--- src/rtl/sad_pkg.sv ---
// sad_pkg: shared state encoding and operand constants for the SAD sequencer
package sad_pkg;
    typedef enum logic [1:0] {
        IDLE  = 2'd0,
        RUN   = 2'd1,
        DRAIN = 2'd2,
        FIN   = 2'd3
    } state_t;
    localparam int OPW = 4;
    localparam logic [OPW-1:0] ABS_MAX = 4'd15;
endpackage

--- src/rtl/sad_sequencer_if.sv ---
// sad_sequencer_if: operand handshake, control and result bundle of the SAD sequencer
interface sad_sequencer_if import sad_pkg::*; #(parameter int ACC_W = 8);
    logic             start;
    logic             abort;
    logic [OPW-1:0]   a;
    logic [OPW-1:0]   b;
    logic             in_valid;
    logic             in_ready;
    logic             busy;
    logic             done;
    logic [ACC_W-1:0] sad;
    logic [OPW-1:0]   max_abs;
    logic             sat;
    modport master (output start, abort, a, b, in_valid,
                    input  in_ready, busy, done, sad, max_abs, sat);
    modport slave  (input  start, abort, a, b, in_valid,
                    output in_ready, busy, done, sad, max_abs, sat);
endinterface

--- src/rtl/abs_diff_4bit.sv ---
// abs_diff_4bit: |a-b| of two signed operands, computed one bit wider so it never overflows
module abs_diff_4bit import sad_pkg::*; (
    input  logic [OPW-1:0] i_a,
    input  logic [OPW-1:0] i_b,
    output logic [OPW-1:0] o_abs
);
    logic signed [OPW:0] w_d;
    assign w_d   = $signed({i_a[OPW-1], i_a}) - $signed({i_b[OPW-1], i_b});
    assign o_abs = w_d[OPW] ? OPW'(-w_d) : w_d[OPW-1:0];
endmodule

--- src/rtl/sad_sequencer.sv ---
// sad_sequencer: accepts a burst of operand pairs and accumulates a saturating SAD and peak |A-B|
module sad_sequencer import sad_pkg::*; #(
    parameter int N_PAIRS = 8,
    parameter int ACC_W   = 8
) (
    input logic            clk,
    input logic            rst,
    sad_sequencer_if.slave bus
);
    state_t           r_state, w_next;
    logic [7:0]       r_cnt;
    logic [OPW-1:0]   r_s1;
    logic             r_s1_v;
    logic [ACC_W-1:0] r_sad;
    logic [OPW-1:0]   r_max;
    logic             r_sat;
    logic [OPW-1:0]   w_abs;
    logic [ACC_W:0]   w_sum;
    logic             w_accept, w_last, w_start, w_abort;

    abs_diff_4bit u_abs (.i_a(bus.a), .i_b(bus.b), .o_abs(w_abs));

    assign w_accept = bus.in_valid && r_state == RUN;
    assign w_last   = w_accept && r_cnt == 8'(N_PAIRS - 1);
    assign w_start  = bus.start && r_state == IDLE;
    assign w_abort  = bus.abort && (r_state == RUN || r_state == DRAIN);
    // carry bit of the widened sum flags accumulator overflow
    assign w_sum    = {1'b0, r_sad} + (ACC_W+1)'(r_s1);

    always_comb begin
        w_next       = r_state;
        bus.in_ready = 1'b0;
        bus.busy     = 1'b0;
        bus.done     = 1'b0;
        w_next       = w_abort ? IDLE :
                       w_start ? RUN :
                       w_last ? DRAIN :
                       r_state == DRAIN ? FIN :
                       r_state == FIN ? IDLE : r_state;
        bus.in_ready = r_state == RUN;
        bus.busy     = r_state != IDLE;
        bus.done     = r_state == FIN;
    end

    always_ff @(posedge clk or posedge rst) begin
        if (rst) begin
            r_state <= IDLE;
            r_cnt   <= '0;
            r_s1    <= '0;
            r_s1_v  <= 1'b0;
            r_sad   <= '0;
            r_max   <= '0;
            r_sat   <= 1'b0;
        end else begin
            r_state <= w_next;
            r_s1_v  <= w_accept && !w_abort;
            if (w_accept) r_s1 <= w_abs;
            if (w_start) begin
                r_cnt <= '0;
                r_sad <= '0;
                r_max <= '0;
                r_sat <= 1'b0;
            end else begin
                if (w_accept) r_cnt <= r_cnt + 8'd1;
                if (r_s1_v) begin
                    r_sad <= w_sum[ACC_W] ? '1 : w_sum[ACC_W-1:0];
                    r_sat <= r_sat | w_sum[ACC_W];
                    r_max <= r_s1 > r_max ? r_s1 : r_max;
                end
            end
        end
    end

    assign bus.sad     = r_sad;
    assign bus.max_abs = r_max;
    assign bus.sat     = r_sat;
endmodule

--- src/flat_wrapper.sv ---
// flat-port wrapper written by rule: the top's interface ports become plain ports
module sad_sequencer_flat import sad_pkg::*;
#(
    parameter int N_PAIRS = 8,
    parameter int ACC_W   = 8
)
  (clk, rst, bus_start, bus_abort, bus_a, bus_b, bus_in_valid, bus_in_ready, bus_busy, bus_done, bus_sad, bus_max_abs, bus_sat);
  sad_sequencer_if #(.ACC_W(ACC_W)) bus_i ();
  input logic clk;
  input logic rst;
  input wire logic [$bits(bus_i.start)-1:0] bus_start;
  input wire logic [$bits(bus_i.abort)-1:0] bus_abort;
  input wire logic [$bits(bus_i.a)-1:0] bus_a;
  input wire logic [$bits(bus_i.b)-1:0] bus_b;
  input wire logic [$bits(bus_i.in_valid)-1:0] bus_in_valid;
  output wire logic [$bits(bus_i.in_ready)-1:0] bus_in_ready;
  output wire logic [$bits(bus_i.busy)-1:0] bus_busy;
  output wire logic [$bits(bus_i.done)-1:0] bus_done;
  output wire logic [$bits(bus_i.sad)-1:0] bus_sad;
  output wire logic [$bits(bus_i.max_abs)-1:0] bus_max_abs;
  output wire logic [$bits(bus_i.sat)-1:0] bus_sat;
  assign bus_i.start = bus_start;
  assign bus_i.abort = bus_abort;
  assign bus_i.a = bus_a;
  assign bus_i.b = bus_b;
  assign bus_i.in_valid = bus_in_valid;
  assign bus_in_ready = bus_i.in_ready;
  assign bus_busy = bus_i.busy;
  assign bus_done = bus_i.done;
  assign bus_sad = bus_i.sad;
  assign bus_max_abs = bus_i.max_abs;
  assign bus_sat = bus_i.sat;
  sad_sequencer #(.N_PAIRS(N_PAIRS), .ACC_W(ACC_W)) u_core (.clk(clk), .rst(rst), .bus(bus_i));
endmodule
--- config.mk ---
export PLATFORM = sky130hd
export DESIGN_NAME = sad_sequencer_flat
export DESIGN_NICKNAME = d
export VERILOG_FILES = /design/src/rtl/sad_pkg.sv /design/src/rtl/sad_sequencer_if.sv /design/src/rtl/abs_diff_4bit.sv /design/src/rtl/sad_sequencer.sv /design/src/flat_wrapper.sv
export SDC_FILE = /design/constraint.sdc
export NUM_CORES = 1
export LEC_CHECK = 0
export CAP_MARGIN = 20
export CORE_MARGIN = 3
export CORE_UTILIZATION = 38
export DETAILED_ROUTE_END_ITERATION = 8
export GPL_TIMING_DRIVEN = 0
export PLACE_DENSITY = 0.63
export SETUP_SLACK_MARGIN = 0.1
export SYNTH_ARGS = -nofsm -noshare
export SYNTH_HDL_FRONTEND = slang
export SYNTH_SLANG_ARGS = --single-unit
--- constraint.sdc ---
create_clock -name clk -period 2.6 [get_ports clk]
set_clock_uncertainty 0.1 [all_clocks]
set_input_delay 0.52 -clock clk [delete_from_list [all_inputs] [get_ports clk]]
set_output_delay 0.52 -clock clk [all_outputs]
set_load 0.1 [all_outputs]
Yosys cells after proc, flatten, opt, wreduce, memory -nomap -nowiden
Index checks and enable logic that the tools add are counted.
{ "totals": {"ff_bits": 28, "input_bits": 13, "word_cells": 47} }
{ "op_classes": {"add_sub_neg": 4, "order_cmp": 1, "n_eq_ne": 4, "n_mux": 16, "bitwise": 1, "n_reduce_logical": 14} }
{ "ops": {"columns": ["cell", "n"], "rows": [
  ["$mux W8", 5],
  ["$mux W4", 4],
  ["$mux W2", 5],
  ["$add A8 B4 Y9", 1],
  ["$add A8 B1 Y8 const B", 1],
  ["$eq A8 B3 Y1 const B", 1],
  ["$reduce_bool A2 Y1", 4],
  ["$logic_and A1 B1 Y1", 5],
  ["$reduce_bool A5 Y1", 1],
  ["$sub A4 B4 Y5", 1],
  ["$eq A2 B2 Y1 const B", 2],
  ["$gt A4 B4 Y1", 1],
  ["$neg A4 Y4", 1],
  ["$eq A2 B1 Y1 const B", 1],
  ["$logic_not A2 Y1", 1],
  ["$mux W1", 2],
  ["$reduce_and A2 Y1", 1],
  ["$logic_not A1 Y1", 1],
  ["$logic_or A1 B1 Y1", 1],
  ["$or A1 B1 Y1", 1]
]} }

Longest topological paths before layout
{ "depth": {"word_depth": 6, "ltp_mapped": 8, "ltp_nobuf": 8} }

Hierarchy
A second synthesis with hierarchy kept.
{ "hier_totals": {"hier_cells": 194, "area_unflattened_um2": 1778.0} }
{ "by_module_without_submodules": {"columns": ["module", "n_inst", "cells_per_inst", "area_each_um2", "seq_area_each_um2"], "rows": [
  ["sad_sequencer", 1, 167, 1569.0, 700.7],
  ["abs_diff_4bit", 1, 27, 209.0, 0.0]
]} }

Worst setup path before layout
Ideal clock, no wire load.
{ "synth_timing": {"kind": "reg-to-reg", "from": "register u_core.r_state[1]", "to": "register u_core.r_state[0]", "setup_ns": 0.124, "t_arrival_ns": 2.305, "setup_slack_ns": 0.071, "stages_incl_launch_ff": 9, "n_path_buf": 1, "cell_sequence": "dfrtp_1 inv_1 ha_1 and2_1 clkbuf_2 nand3_1 or3_1 a21oi_1 a21oi_1"} }
{ "synth_between": {"elab_chain_len": 6, "word_cells_on_any_way": 14, "cone_classes": "eq/ne (3); mux (4); reduce/logical (7)"} }
{ "synth_rtl": {"columns": ["item", "line_no", "text"], "rows": [
  ["from (decl)", "sad_sequencer.sv:10", "state_t r_state, w_next;"],
  ["from (signal assigned)", "sad_sequencer.sv:55", "r_state <= w_next;"],
  ["$eq A2 B1 Y1 *", null, null],
  ["via bus_in_ready", "flat_wrapper.sv:16", "output wire logic [$bits(bus_i.in_ready)-1:0] bus_in_ready;"],
  ["$logic_and A1 B1 Y1", "sad_sequencer.sv:23", "assign w_accept = bus.in_valid && r_state == RUN;"],
  ["$logic_and A1 B1 Y1", "sad_sequencer.sv:24", "assign w_last = w_accept && r_cnt == 8'(N_PAIRS - 1);"],
  ["$mux W2", "sad_sequencer.sv:37", "w_last ? DRAIN :"],
  ["$mux W2", "sad_sequencer.sv:36", "w_start ? RUN :"],
  ["$mux W2", "sad_sequencer.sv:35", "w_next = w_abort ? IDLE :"]
]} }
The timed path passes the listed nets; every way through them passes the cells marked *.
A chain may end at the register's enable or synchronous reset.

Worst setup path after layout
{ "layout_timing": {"from": "register u_core.r_sad[0], in the netlist u_core.bus.sad[0]", "to": "output bus_sad[0]"} }
{ "layout_rtl": {"columns": ["item", "line_no", "text"], "rows": [
  ["from (decl)", "sad_sequencer.sv:14", "logic [ACC_W-1:0] r_sad;"],
  ["from (signal assigned)", "sad_sequencer.sv:66", "r_sad <= w_sum[ACC_W] ? '1 : w_sum[ACC_W-1:0];"],
  ["to (decl)", "flat_wrapper.sv:19", "output wire logic [$bits(bus_i.sad)-1:0] bus_sad;"]
]} }
No word-level cell between the ends.

==> results.py <==
metrics = {
    "global_routing": {
        "grt_max_degree": 29,
        "grt_overflow_total": 0,
        "grt_pass1_wl_mm": 5.637,
        "grt-busiest-layer": "met2",
        "antenna_found_initial": 0,
        "grt_util_met3_pct": 2.873,
        "grt.total_usage_pct": 13.02,
        "met1_usage_pct": 17.72,
        "globalRouteMet2Util_pct": 21.65,
        "grt_pass1_vias": 1273,
    },
    "routing": {
        "num_vias": 1362,
        "dr.pass1.iters": 4,
        "viasPerCell": 5.063,
        "finalWirelength_mm": 3.227,
        "routedWlPerCell_um": 12.00,
        "antenna_left": 0,
        "drc_errors": 0,
        "drt_iter0_drc": 56,
    },
    "yosys": {
        "synth_area_leaders": "dfrtp_1 (40%), ha_1 (13%), mux2i_1 (5.2%), nand2_1 (4.1%), o21ai_0 (4.0%)",
        "yosysWarningCount": 0,
        "yosysUniqueCellTypes": 29,
        "syn_avg_cell_area_um2": 9.344,
        "synth_top_area_share_pct": 40.32,
        "ys_ff_latch": 28,
        "synthCells": 186,
        "ys_seq_area_share_pct": 40.32,
        "synth.net_count": 219,
        "synthesis.area_mm2": 0.001738,
        "synth_top_area_cell": "dfrtp_1",
    },
    "sta": {
        "hold_violations": 0,
        "final-max-slew-violation-count": 0,
        "tightest_slew_ns": 0.9691,
        "setup_viol": 0,
        "layout_min_cycle_time_ns": 2.443,
        "slew_headroom_pct": 35.19,
        "tns_ns": 0,
        "timing.final.crit_share_pct": 93.95,
        "finalWorstSetupSlack_ns": 0.1572,
        "rsz0062_at_grt": "false",
        "fmax_mhz": 409.4,
    },
    "worst_setup_path": {
        "critical_path.top_delay_family": "buffers and inverters",
        "crit_arrival_ns": 1.82,
        "cpMaxStageDelayCell": "clkdlybuf4s50_1",
        "cp.required_ns": 1.98,
        "end_kind": "primary output",
        "reg2regPathDepth": 7,
        "path_buf_inv": 1,
        "crit_fanout": 3,
        "cp.depth": 1,
        "crit_type": "reg -> out",
        "startpoint_type": "flop",
        "cpPeakStageDelay_ns": 1.15,
        "crit_chain": "clkdlybuf4s50_1",
    },
    "cells_and_area": {
        "final_nets": 253,
        "drive_above_1_share_pct": 5.479,
        "fin_cells": 269,
        "design_area_mm2": 0.002148,
        "area.growth.synth_to_final_pct": 23.61,
        "n_antenna_cell": 0,
    },
    "floorplanning": {
        "dieArea_mm2": 0.005421,
        "row_count": 23,
        "start_util_pct": 41.36,
        "die_w_um": 73.63,
        "core_area_mm2": 0.004202,
        "die_h_um": 73.63,
        "num_io_pins": 29,
    },
    "clock_tree": {
        "cts_buffers": 3,
        "cts_tree": "yes",
        "cts_root_buf": "clkbuf_8",
        "clk_latency_ns": 0.27,
        "ctsHoldBuffers": 0,
        "clockBufferDepth": 2,
        "clock-sinks": 28,
        "clkTransAtPathRegs_ns": 0.09,
        "h-tree-depth": 1,
        "post_cts_buffers": 0,
    },
    "hold_path": {
        "hold_class": "reg -> reg",
        "whs_path_depth": 2,
    },
    "place": {
        "dp.cells": 264,
        "dp_slack_ns": 0.1008,
        "dpl-instance-area_mm2": 0.002083,
        "port_buffers": 28,
        "gp_congestion": 0.7072,
        "dp_hpwl_mm": 2.507,
    },
    "run": {
        "max_cap_violations": 0,
    },
    "pwr": {
        "p_leak_nw": 1.011,
        "power.density_mw_per_mm2": 1170,
        "max-vdd-ir-drop_mv": 0.5188,
    },
    "outcome": {
        "outcome": "complete, no violations",
    },
}
-- sequential cells by signal (all words and copies together) (netlist names) --
signal / count
u_core.r_state: 2
u_core.bus.sat: 1
u_core.bus.max_abs: 4
u_core.r_s1_v: 1
u_core.r_s1: 4
u_core.r_cnt: 8
u_core.bus.sad: 8
-- cells by family after synthesis --
logic type | count (synthesis) | share of synthesized area, %
AO/OA/AOI/OAI | 36 | 12.53
buffers and inverters | 21 | 4.752
multiplexers | 9 | 5.184
XOR/XNOR | 11 | 5.543
AND/OR/NAND/NOR | 61 | 16.41
adder cells (fa/ha/maj) | 20 | 15.26
flip-flops | 28 | 40.32
-- layout make-up --
| type | instances | area, µm² |
|---|---|---|
| plain buffers | 5 | 22.52 |
| clock buffers | 4 | 55.05 |
| fillers | 402 | 2053 |
| inverters | 16 | 60.06 |
| multi-input cells | 137 | 957.2 |
| flip-flops and latches | 28 | 700.7 |
| well taps | 50 | 62.56 |
| repair buffers | 29 | 290.3 |
-- metal layers --
metal  vias to the layer above  wire length [µm]
li1                        706                 -
met1                       633              1585
met2                        21              1518
met3                         2               113
met4                         0                 9
met5                         -                 0
-- tightest hold or removal path, cell delays in order (launching register included) --
cell and delay, ns:
dfrtp_1 0.35, nand2_1 0.05, nand2_1 0.06
-- per-stage QoR --
| step | total power [mW] | hold WS, ns | util (%) |
|---|---|---|---|
| 3_3_place_gp | 2.280 | 0.3669 | 49.58 |
| 5_1_grt | 2.687 | 0.4626 | 51.13 |
| 2_1_floorplan | 1.949 | 0.3961 | - |
| 6_report | 2.514 | 0.3908 | 51.13 |
| 3_5_place_dp | 2.296 | 0.3739 | 49.58 |
| 4_1_cts | 2.541 | 0.3989 | 50.66 |
-- placed cells by master (no fill, tap or decap), types with 3 or more instances in the layout --
| cell type | count |
|---|---|
| nor3_1 | 3 |
| o21ai_0 | 14 |
| mux2i_1 | 9 |
| clkbuf_2 | 3 |
| nand3_1 | 5 |
| xnor2_1 | 7 |
| ha_1 | 17 |
| dlygate4sd2_1 | 6 |
| nor2b_1 | 4 |
| nand4_1 | 5 |
| a21o_1 | 3 |
| a21oi_1 | 12 |
| xor2_1 | 4 |
| dfrtp_1 | 28 |
| nor2_1 | 16 |
| or3_1 | 4 |
| clkbuf_8 | 4 |
| nand2_1 | 19 |
| inv_1 | 16 |
| clkdlybuf4s50_1 | 20 |
-- repair_timing --
action	4_1_cts	5_1_grt
endpoints found under the setup margin	8	2
hold endpoints to repair	0	0
gates resized for setup	8	4
-- where the power goes --
group	switching, mW	internal (mW)	leakage (nW)
sequential	0.135	0.561	0.371
clock	0.133	0.136	0.0288
combinational	1.08	0.469	0.611
total	1.35	1.17	1.01
-- synthesized netlist by cell type --
master	count
mux2i_1	9
or3_1	4
inv_1	16
nand2_1	19
nand2b_1	2
nor2b_1	4
a211oi_1	1
nand4_1	5
buf_2	2
xor2_1	4
o31a_1	2
clkbuf_2	1
a21oi_1	12
o211ai_1	1
a311oi_1	1
ha_1	18
nor3_1	3
dfrtp_1	28
nand3_1	5
o21ai_0	14
fa_1	2
nor2_1	16
clkbuf_1	2
a21o_1	3
and2_1	2
a221oi_2	1
or4_1	1
xnor2_1	7
a41oi_1	1
-- worst paths after layout --
kind | endpoint | slack, ns | startpoint
setup / recovery | bus_sad[0] | 0.16 | u_core.bus.sad[0]
hold / removal | u_core.bus.sat | 0.39 | u_core.bus.sat
setup reg to reg | u_core.bus.sad[3] | 0.34 | u_core.r_s1[0]
hold reg to reg | u_core.bus.sat | 0.39 | u_core.bus.sat
max in group asynchronous | u_core.bus.max_abs[0] | 1.51 | rst
min in group asynchronous | u_core.bus.sad[6] | 0.45 | rst
No activity file was read; power rests on OpenSTA's default activity.
